[config.mk]
export PLATFORM = sky130hd
export DESIGN_NAME = ifetch_unit
export DESIGN_NICKNAME = d
export VERILOG_FILES = /design/src/rtl/ifetch_unit.sv
export SDC_FILE = /design/constraint.sdc
export NUM_CORES = 1
export LEC_CHECK = 0
export CAP_MARGIN = 20
export CORE_MARGIN = 1
export CORE_UTILIZATION = 44
export CTS_BUF_LIST = sky130_fd_sc_hd__clkbuf_16
export CTS_CLUSTER_SIZE = 28
export DETAILED_ROUTE_END_ITERATION = 10
export PLACE_DENSITY = 0.83
export SLEW_MARGIN = 10
export SYNTH_ARGS = -nofsm -noshare
export SYNTH_HDL_FRONTEND = slang
export SYNTH_SLANG_ARGS = --single-unit
[constraint.sdc]
create_clock -name CLK -period 4.4 [get_ports CLK]
set_input_delay 0.44 -clock CLK [delete_from_list [all_inputs] [get_ports CLK]]
set_output_delay 0.44 -clock CLK [all_outputs]
set_load 0.05 [all_outputs]
[src/rtl/ifetch_unit.sv]
// Instruction fetch unit: issues word-aligned fetches, loads IR, pulses PCWre.
// Optional watchdog on outstanding fetches is enabled by defining IFETCH_TIMEOUT_EN.
module ifetch_unit #(
  parameter int unsigned TIMEOUT  = 64,
  parameter logic [31:0] IR_RESET = 32'h0000_0000
) (
  input  logic        CLK,
  input  logic        Reset,
  input  logic [31:0] currentPC,
  input  logic        fetch_req,
  input  logic        flush,
  output logic [31:0] mem_addr,
  output logic        mem_req,
  input  logic        mem_ack,
  input  logic [31:0] mem_rdata,
  output logic [31:0] IR,
  output logic        ir_valid,
  output logic        PCWre,
  output logic        fault,
  output logic [1:0]  fault_cause
);

  if (TIMEOUT < 2 || TIMEOUT > 255) begin : g_bad_timeout
    $error("ifetch_unit: TIMEOUT must be within 2..255");
  end

  typedef enum logic [2:0] {S_IDLE, S_WAIT, S_DRAIN, S_DONE, S_FAULT} state_t;

  state_t      r_state, w_state_nxt;
  logic [31:0] r_addr, w_addr_nxt;
  logic        r_req, w_req_nxt;
  logic [31:0] r_ir, w_ir_nxt;
  logic        r_irv, w_irv_nxt;
  logic        r_pcwre, w_pcwre_nxt;
  logic        r_fault, w_fault_nxt;
  logic [1:0]  r_cause, w_cause_nxt;

`ifdef IFETCH_TIMEOUT_EN
  logic [7:0]  r_cnt, w_cnt_nxt;
  logic        w_tmo;
  // Counter is 0 in the first cycle of WAIT/DRAIN, so TIMEOUT-1 marks the last allowed cycle.
  assign w_tmo = (r_cnt == 8'(TIMEOUT - 1));
`endif

  always_comb begin
    w_state_nxt = r_state;
    w_addr_nxt  = r_addr;
    w_req_nxt   = r_req;
    w_ir_nxt    = r_ir;
    w_irv_nxt   = r_irv;
    w_pcwre_nxt = 1'b0;
    w_fault_nxt = r_fault;
    w_cause_nxt = r_cause;
`ifdef IFETCH_TIMEOUT_EN
    w_cnt_nxt   = r_cnt;
`endif
    case (r_state)
      S_IDLE: begin
        if (flush) begin
          w_irv_nxt = 1'b0;
        end else if (fetch_req) begin
          if (currentPC[1:0] == 2'b00) begin
            w_addr_nxt  = currentPC;
            w_req_nxt   = 1'b1;
            w_irv_nxt   = 1'b0;
            w_state_nxt = S_WAIT;
`ifdef IFETCH_TIMEOUT_EN
            w_cnt_nxt   = 8'd0;
`endif
          end else begin
            w_fault_nxt = 1'b1;
            w_cause_nxt = 2'b01;
            w_state_nxt = S_FAULT;
          end
        end
      end
      S_WAIT: begin
        if (mem_ack) begin
          w_req_nxt = 1'b0;
          if (flush) begin
            w_state_nxt = S_IDLE;
          end else begin
            w_ir_nxt    = mem_rdata;
            w_irv_nxt   = 1'b1;
            w_pcwre_nxt = 1'b1;
            w_state_nxt = S_DONE;
          end
        end else if (flush) begin
          // The bus transaction cannot be aborted; swallow its response in DRAIN.
          w_state_nxt = S_DRAIN;
`ifdef IFETCH_TIMEOUT_EN
          w_cnt_nxt   = 8'd0;
        end else if (w_tmo) begin
          w_req_nxt   = 1'b0;
          w_fault_nxt = 1'b1;
          w_cause_nxt = 2'b10;
          w_state_nxt = S_FAULT;
        end else begin
          w_cnt_nxt   = r_cnt + 8'd1;
`endif
        end
      end
      S_DRAIN: begin
        if (mem_ack) begin
          w_req_nxt   = 1'b0;
          w_state_nxt = S_IDLE;
`ifdef IFETCH_TIMEOUT_EN
        end else if (w_tmo) begin
          w_req_nxt   = 1'b0;
          w_fault_nxt = 1'b1;
          w_cause_nxt = 2'b10;
          w_state_nxt = S_FAULT;
        end else begin
          w_cnt_nxt   = r_cnt + 8'd1;
`endif
        end
      end
      S_DONE: begin
        if (flush) w_irv_nxt = 1'b0;
        w_state_nxt = S_IDLE;
      end
      S_FAULT: begin
        if (flush) begin
          w_fault_nxt = 1'b0;
          w_cause_nxt = 2'b00;
          w_state_nxt = S_IDLE;
        end
      end
      default: w_state_nxt = S_IDLE;
    endcase
  end

  always_ff @(posedge CLK or posedge Reset) begin
    if (Reset) begin
      r_state <= S_IDLE;
      r_addr  <= 32'h0;
      r_req   <= 1'b0;
      r_ir    <= IR_RESET;
      r_irv   <= 1'b0;
      r_pcwre <= 1'b0;
      r_fault <= 1'b0;
      r_cause <= 2'b00;
`ifdef IFETCH_TIMEOUT_EN
      r_cnt   <= 8'd0;
`endif
    end else begin
      r_state <= w_state_nxt;
      r_addr  <= w_addr_nxt;
      r_req   <= w_req_nxt;
      r_ir    <= w_ir_nxt;
      r_irv   <= w_irv_nxt;
      r_pcwre <= w_pcwre_nxt;
      r_fault <= w_fault_nxt;
      r_cause <= w_cause_nxt;
`ifdef IFETCH_TIMEOUT_EN
      r_cnt   <= w_cnt_nxt;
`endif
    end
  end

  assign mem_addr    = r_addr;
  assign mem_req     = r_req;
  assign IR          = r_ir;
  assign ir_valid    = r_irv;
  assign PCWre       = r_pcwre;
  assign fault       = r_fault;
  assign fault_cause = r_cause;

endmodule

==> results.py, run 1 <==
metrics = {
    "outcome": {
        "result_of_the_run": "completed",
    },
    "clock_tree": {
        "ctsHtreeMaxLevel": 3,
        "cts.reportedPaths.clkPinSlew_ns": 0.06,
        "post_cts.resized_instances": 0,
        "clk-insertion-delay-late_ns": 0.32,
        "post-cts-setup-buffers": 0,
        "postCtsHoldBufs": 0,
        "clockBufferDepth": 2,
        "clkSinkCount": 71,
        "numCtsBuffers": 9,
        "cts-root-buf": "sky130_fd_sc_hd__clkbuf_16",
        "tritoncts": "yes",
    },
    "global_route": {
        "gr-usage-met2": 0.280,
        "first_global_vias": 2064,
        "grt_util_all_layers": 0.186,
        "grt_overflow_total": 0,
        "grt_start_max_net_pins": 34,
        "grt_pass1_wl_mm": 10.2,
        "grt_antenna_before_repair": 0,
        "top_usage_layer": "met2",
        "globalRouteMet3Util": 0.0514,
        "met1_usage": 0.257,
    },
    "floorplanning": {
        "design.portCount": 139,
        "fp.coreArea_sq_um": 6390,
        "die_h_um": 83.6,
        "floorplan.die.width_um": 83.6,
        "initial_cell_density_of_the_core": 0.458,
        "rows": 29,
        "dieArea_sq_um": 6980,
    },
    "critical_path": {
        "cp-endpoint": "mem_addr[25]",
        "worst_r2r_endpoint": "mem_addr[25]",
        "critPathMaxFanout": 33,
        "r2r_cells": 3,
        "crit_path_start_kind": "input pin",
        "critPathRequiredTime_ns": 4.59,
        "cp_data_arrival_time_ns": 2.28,
        "timing.rr.start": "r_state[2]",
        "endpoint_class_of_the_critical_path": "register",
        "regToRegSetupSlack_ns": 2.42,
        "worst-setup-path-type": "input pin to register",
        "crit_path_start": "currentPC[0]",
    },
    "route": {
        "post-route-drc-count": 0,
        "route.final.wire_length_mm": 5.97,
        "ant_nets": 0,
        "avgViaCountPerCell": 4.77,
        "drt-pass1-iter-count": 3,
        "vias": 1909,
        "first_iter_violations": 43,
        "routed_wire_length_per_instance_um": 14.9,
    },
    "yosys": {
        "postSynthRegisterBits": 71,
        "synth-seq-area-share": 0.607,
        "synth_cells": 179,
        "post_synth_num_cell_types": 31,
        "synthesized_cell_area_sq_um": 2930,
        "syn_avg_cell_area_sq_um": 16.4,
        "synth_nets": 248,
        "yosysWarningCount": 0,
    },
    "timing": {
        "achievable-frequency_mhz": 478,
        "final_max_slew_viol_count": 0,
        "setup_viol": 0,
        "totalNegativeSetupSlack_ns": 0,
        "rsz_0062_raised_after_global_routing": "no",
        "fin_crit_sh": 0.475,
        "relSlewSlack": 0.503,
        "finalHoldWorstSlack_ns": 0.475,
        "final_critical_path_time_including_i_o_delays_and_setup_ns": 2.09,
        "tightest_slew_ns": 0.744,
        "hold_viol_final": 0,
        "final.setup_skew_ns": 0.00729,
    },
    "layout": {
        "num-nets-final": 387,
        "post-route-cell-area_sq_um": 4640,
        "antenna_cells_inserted": 0,
        "layout-area-overhead-vs-synth_pct": 58.5,
        "postLayoutCoreUtil": 0.727,
        "post_route_cells_drive_above_1_share": 0.263,
    },
    "power_and_ir_drop": {
        "power_density_nw_per_um2": 625,
        "max_rail_drop_vdd_mv": 0.408,
        "p_leak_nw": 2.12,
    },
    "run": {
        "max-cap-violations": 0,
    },
    "placed_design": {
        "dp_hpwl_mm": 4.34,
        "gp_routability_congestion": 0.785,
        "detailed_place.area_sq_um": 4320,
        "portBuffers": 137,
    },
    "worst_hold_path": {
        "hp-class": "input pin to async pin",
    },
}
## area by class of cell
type | instances | area (sq um)
clock inverter | 7 | 96.3
inverter | 3 | 11.3
clock buffer | 9 | 225
multi-input combinational | 94 | 1040
sequential | 71 | 1780
fill | 469 | 1740
timing repair buffer | 139 | 1400
tap | 77 | 96.3
## how the worst min path moves through the flow
stage,from,cells after the start,end,slack [ns]
after floorplan,flush,1,r_state[0],0.51
after global placement,mem_addr[1],1,mem_addr[1],0.47
after detailed placement,mem_addr[1],1,mem_addr[1],0.47
after CTS,Reset,2,IR[9],0.48
after global routing,mem_addr[1],1,mem_addr[1],0.51
final,Reset,2,IR[11],0.48
## flip-flops by register name, summed over array words and instances, names as in the netlist
| register | count |
|---|---|
| IR | 32 |
| mem_addr | 32 |
| r_state | 3 |
| PCWre | 1 |
| fault_cause | 1 |
| ir_valid | 1 |
| mem_req | 1 |
## report_power, final
part	internal (W)	total, W	switching (W)
sequential	0.000818	0.000911	0.0000933
combinational	0.000488	0.00123	0.000743
clock	0.000496	0.000760	0.000263
total	0.00180	0.00290	0.00110
## layout by cell type, fill, tap and decap left out, types with 2 or more instances in the layout
master and n:
sky130_fd_sc_hd__clkbuf_16 9, sky130_fd_sc_hd__nor2b_1 2, sky130_fd_sc_hd__clkinvlp_4 3, sky130_fd_sc_hd__o21a_1 2, sky130_fd_sc_hd__nand2_1 2, sky130_fd_sc_hd__o31ai_1 2, sky130_fd_sc_hd__o21ai_0 3, sky130_fd_sc_hd__inv_1 2
sky130_fd_sc_hd__a21oi_1 3, sky130_fd_sc_hd__clkdlybuf4s50_1 137, sky130_fd_sc_hd__and2_1 2, sky130_fd_sc_hd__mux2_4 27, sky130_fd_sc_hd__mux2_2 34, sky130_fd_sc_hd__bufinv_16 2, sky130_fd_sc_hd__dfrtp_1 71
## worst max-delay path, cell delays in order
cell and delay, ns:
sky130_fd_sc_hd__clkdlybuf4s50_1 0.42, sky130_fd_sc_hd__nor2_1 0.26, sky130_fd_sc_hd__nand4_4 0.63, sky130_fd_sc_hd__mux2_4 0.53
## through the flow
stage	std cells	setup slack [ns]	total power, W
after floorplan	179	2.16	0.00172
after CTS	400	2.29	0.00293
final	400	2.31	0.00290
after detailed placement	384	1.95	0.00216
after global placement	383	2.00	0.00214
after global routing	400	2.19	0.00302
## cell usage after synthesis, drive strengths merged
master   instances  area, sq um
inv              3         11.3
nor3b            1         7.51
nand2b           1         6.26
nor2b            3         21.3
xnor2            1         8.76
dfrtp           71         1780
nand2            2         7.51
buf             11          103
nor3             1         5.00
o21bai           1         7.51
a2bb2oi          1         8.76
o21a             2         15.0
nand3            2         22.5
and3b            1         8.76
mux2            62          800
nor2             3         30.0
a21oi            3         15.0
nor4             1         6.26
o21ai            3         15.0
and2             2         12.5
conb             1         3.75
nand4            1         21.3
o31ai            2         15.0
## cells by family (layout without fill, tap and decap cells)
logic type / after synthesis / count (layout) / share of synthesized area
buf+inv: 14 / 158 / 0.0389
simple gates: 18 / 18 / 0.0509
mux: 62 / 62 / 0.273
flops: 71 / 71 / 0.607
other cells: 1 / 1 / 0.00128
xor+xnor: 1 / 1 / 0.00299
compound gates: 12 / 12 / 0.0261
## routing by layer
metal | vias up | part of all wire
met5 | - | 0
met4 | 0 | 0.0067
met3 | 4 | 0.078
met2 | 87 | 0.47
met1 | 920 | 0.44
li1 | 898 | -
Power figures use the tool's default switching activity.
==> inputs of run 2 (changes only) <==
- CORE_UTILIZATION: 44 -> 37
- PLACE_DENSITY: 0.83 -> 0.75
- clock period: 4.4 -> 1.8 ns (I/O delays scaled with it)
==> results.py, run 2 (synthesis gave the netlist of run 1 again) <==
metrics = {
    "global_route": {
        "gr-usage-met2": 0.259,
        "grt_antenna_before_repair": 0,
        "first_global_vias": 2080,
        "globalRouteMet3Util": 0.0369,
        "met1_usage": 0.208,
        "grt_pass1_wl_mm": 10.3,
        "grt_overflow_total": 0,
        "grt_util_all_layers": 0.159,
        "top_usage_layer": "met2",
        "grt_start_max_net_pins": 37,
    },
    "critical_path": {
        "worst_r2r_endpoint": "mem_addr[31]",
        "crit_path_start": "fault_cause[0]",
        "endpoint_class_of_the_critical_path": "output port",
        "critPathRequiredTime_ns": 1.62,
        "slowest_stage": "sky130_fd_sc_hd__clkdlybuf4s50_1",
        "cp-endpoint": "fault_cause[0]",
        "r2r_cells": 4,
        "critPathMaxFanout": 4,
        "cpLargestDelayFamily": "buffers and inverters",
        "cpPeakStageDelay_ns": 0.82,
        "regToRegSetupSlack_ns": 0.31,
        "crit_path_start_kind": "register",
        "worst-setup-path-type": "register to output port",
        "crit_cells": 1,
        "cp_data_arrival_time_ns": 1.53,
        "worstPathBufferInverterCount": 1,
        "timing.rr.start": "r_state[2]",
        "timing.critical_path.cells": "clkdlybuf4s50_1",
    },
    "placed_design": {
        "detailed_place.area_sq_um": 4440,
        "portBuffers": 137,
        "place_worst_setup_slack_ns": 0.0945,
        "gp_routability_congestion": 0.796,
        "dp_hpwl_mm": 4.58,
    },
    "route": {
        "drt-pass1-iter-count": 5,
        "post-route-drc-count": 0,
        "avgViaCountPerCell": 4.48,
        "ant_nets": 0,
        "first_iter_violations": 39,
        "routed_wire_length_per_instance_um": 14.4,
        "route.final.wire_length_mm": 6.23,
        "vias": 1936,
    },
    "power_and_ir_drop": {
        "power_density_nw_per_um2": 1470,
        "p_leak_nw": 2.17,
        "max_rail_drop_vdd_mv": 0.716,
    },
    "clock_tree": {
        "clockBufferDepth": 2,
        "tritoncts": "yes",
        "post-cts-setup-buffers": 0,
        "numCtsBuffers": 9,
        "postCtsHoldBufs": 0,
        "clkSinkCount": 71,
        "ctsHtreeMaxLevel": 3,
        "cts.reportedPaths.clkPinSlew_ns": 0.06,
        "post_cts.resized_instances": 0,
        "clk-insertion-delay-late_ns": 0.32,
        "cts-root-buf": "sky130_fd_sc_hd__clkbuf_16",
    },
    "timing": {
        "tightest_slew_ns": 0.523,
        "setup_viol": 0,
        "relSlewSlack": 0.650,
        "hold_viol_final": 0,
        "final_max_slew_viol_count": 0,
        "fin_crit_sh": 0.948,
        "totalNegativeSetupSlack_ns": 0,
        "rsz_0062_raised_after_global_routing": "no",
        "achievable-frequency_mhz": 586,
        "final_critical_path_time_including_i_o_delays_and_setup_ns": 1.71,
        "worst_slack_ns": 0.0940,
        "finalHoldWorstSlack_ns": 0.200,
        "final.setup_skew_ns": 0.00717,
    },
    "layout": {
        "final_cell_mix": "sky130_fd_sc_hd__clkdlybuf4s50_1, sky130_fd_sc_hd__dfrtp_1, sky130_fd_sc_hd__mux2_2",
        "post-route-cell-area_sq_um": 4740,
        "post_route_cells_drive_above_1_share": 0.279,
        "mostFrequentLayoutCell": "sky130_fd_sc_hd__clkdlybuf4s50_1",
        "layout-area-overhead-vs-synth_pct": 61.9,
        "num-nets-final": 394,
        "num-fill-cells": 599,
        "antenna_cells_inserted": 0,
    },
    "worst_hold_path": {
        "hp-class": "input pin to async pin",
    },
    "outcome": {
        "result_of_the_run": "completed",
    },
    "run": {
        "max-cap-violations": 0,
    },
    "floorplanning": {
        "dieArea_sq_um": 8270,
        "initial_cell_density_of_the_core": 0.381,
        "design.portCount": 139,
        "die_h_um": 91.0,
        "floorplan.die.width_um": 91.0,
        "fp.coreArea_sq_um": 7690,
        "rows": 32,
    },
}
## run 2: cell types whose count changed in the layout (fill, tap and decap cells not counted), sizes merged
cell	before	now
clkinvlp	3	2
inv	4	3
clkinv	1	4
clkdlybuf4s50	137	136
buf	2	10
bufinv	2	1
## run 2: area by class of cell
| class | instances | area [sq um] | area share |
|---|---|---|---|
| clock buffer | 9 | 225 | 0.0475 |
| clock inverter | 7 | 72.6 | 0.0153 |
| inverter | 3 | 15.0 | 0.00317 |
| multi-input combinational | 94 | 1040 | 0.219 |
| sequential | 71 | 1780 | 0.375 |
| tap | 102 | 128 | 0.0269 |
| timing repair buffer | 146 | 1490 | 0.314 |
## run 2: per-layer routing
metal | share of wire | vias up
met3 | 0.060 | 6
met5 | 0 | -
met2 | 0.49 | 79
met4 | 0.012 | 0
li1 | - | 912
met1 | 0.44 | 939
## run 2: power by group
part	leakage [nW]	internal (W)	switching (W)
clock	0.143	0.00107	0.000662
sequential	0.897	0.00200	0.000220
combinational	1.13	0.00120	0.00182
total	2.17	0.00428	0.00270
## run 2: worst min path at each step
stage / endpoint / slack (ns) / cells after the start
after floorplan: r_state[0] / 0.25 / 1
after global placement: IR[13] / 0.47 / 1
after detailed placement: mem_addr[0] / 0.48 / 1
after CTS: IR[19] / 0.20 / 2
after global routing: IR[19] / 0.21 / 2
final: mem_addr[22] / 0.20 / 2
## run 2: per-stage QoR
stage / power (W) / utilization / instances
final: 0.00697 / 0.617 / 432
after global routing: 0.00725 / 0.617 / 432
after CTS: 0.00705 / 0.617 / 432
after detailed placement: 0.00528 / 0.578 / 416
after global placement: 0.00525 / 0.578 / 416
after floorplan: 0.00420 / - / 179
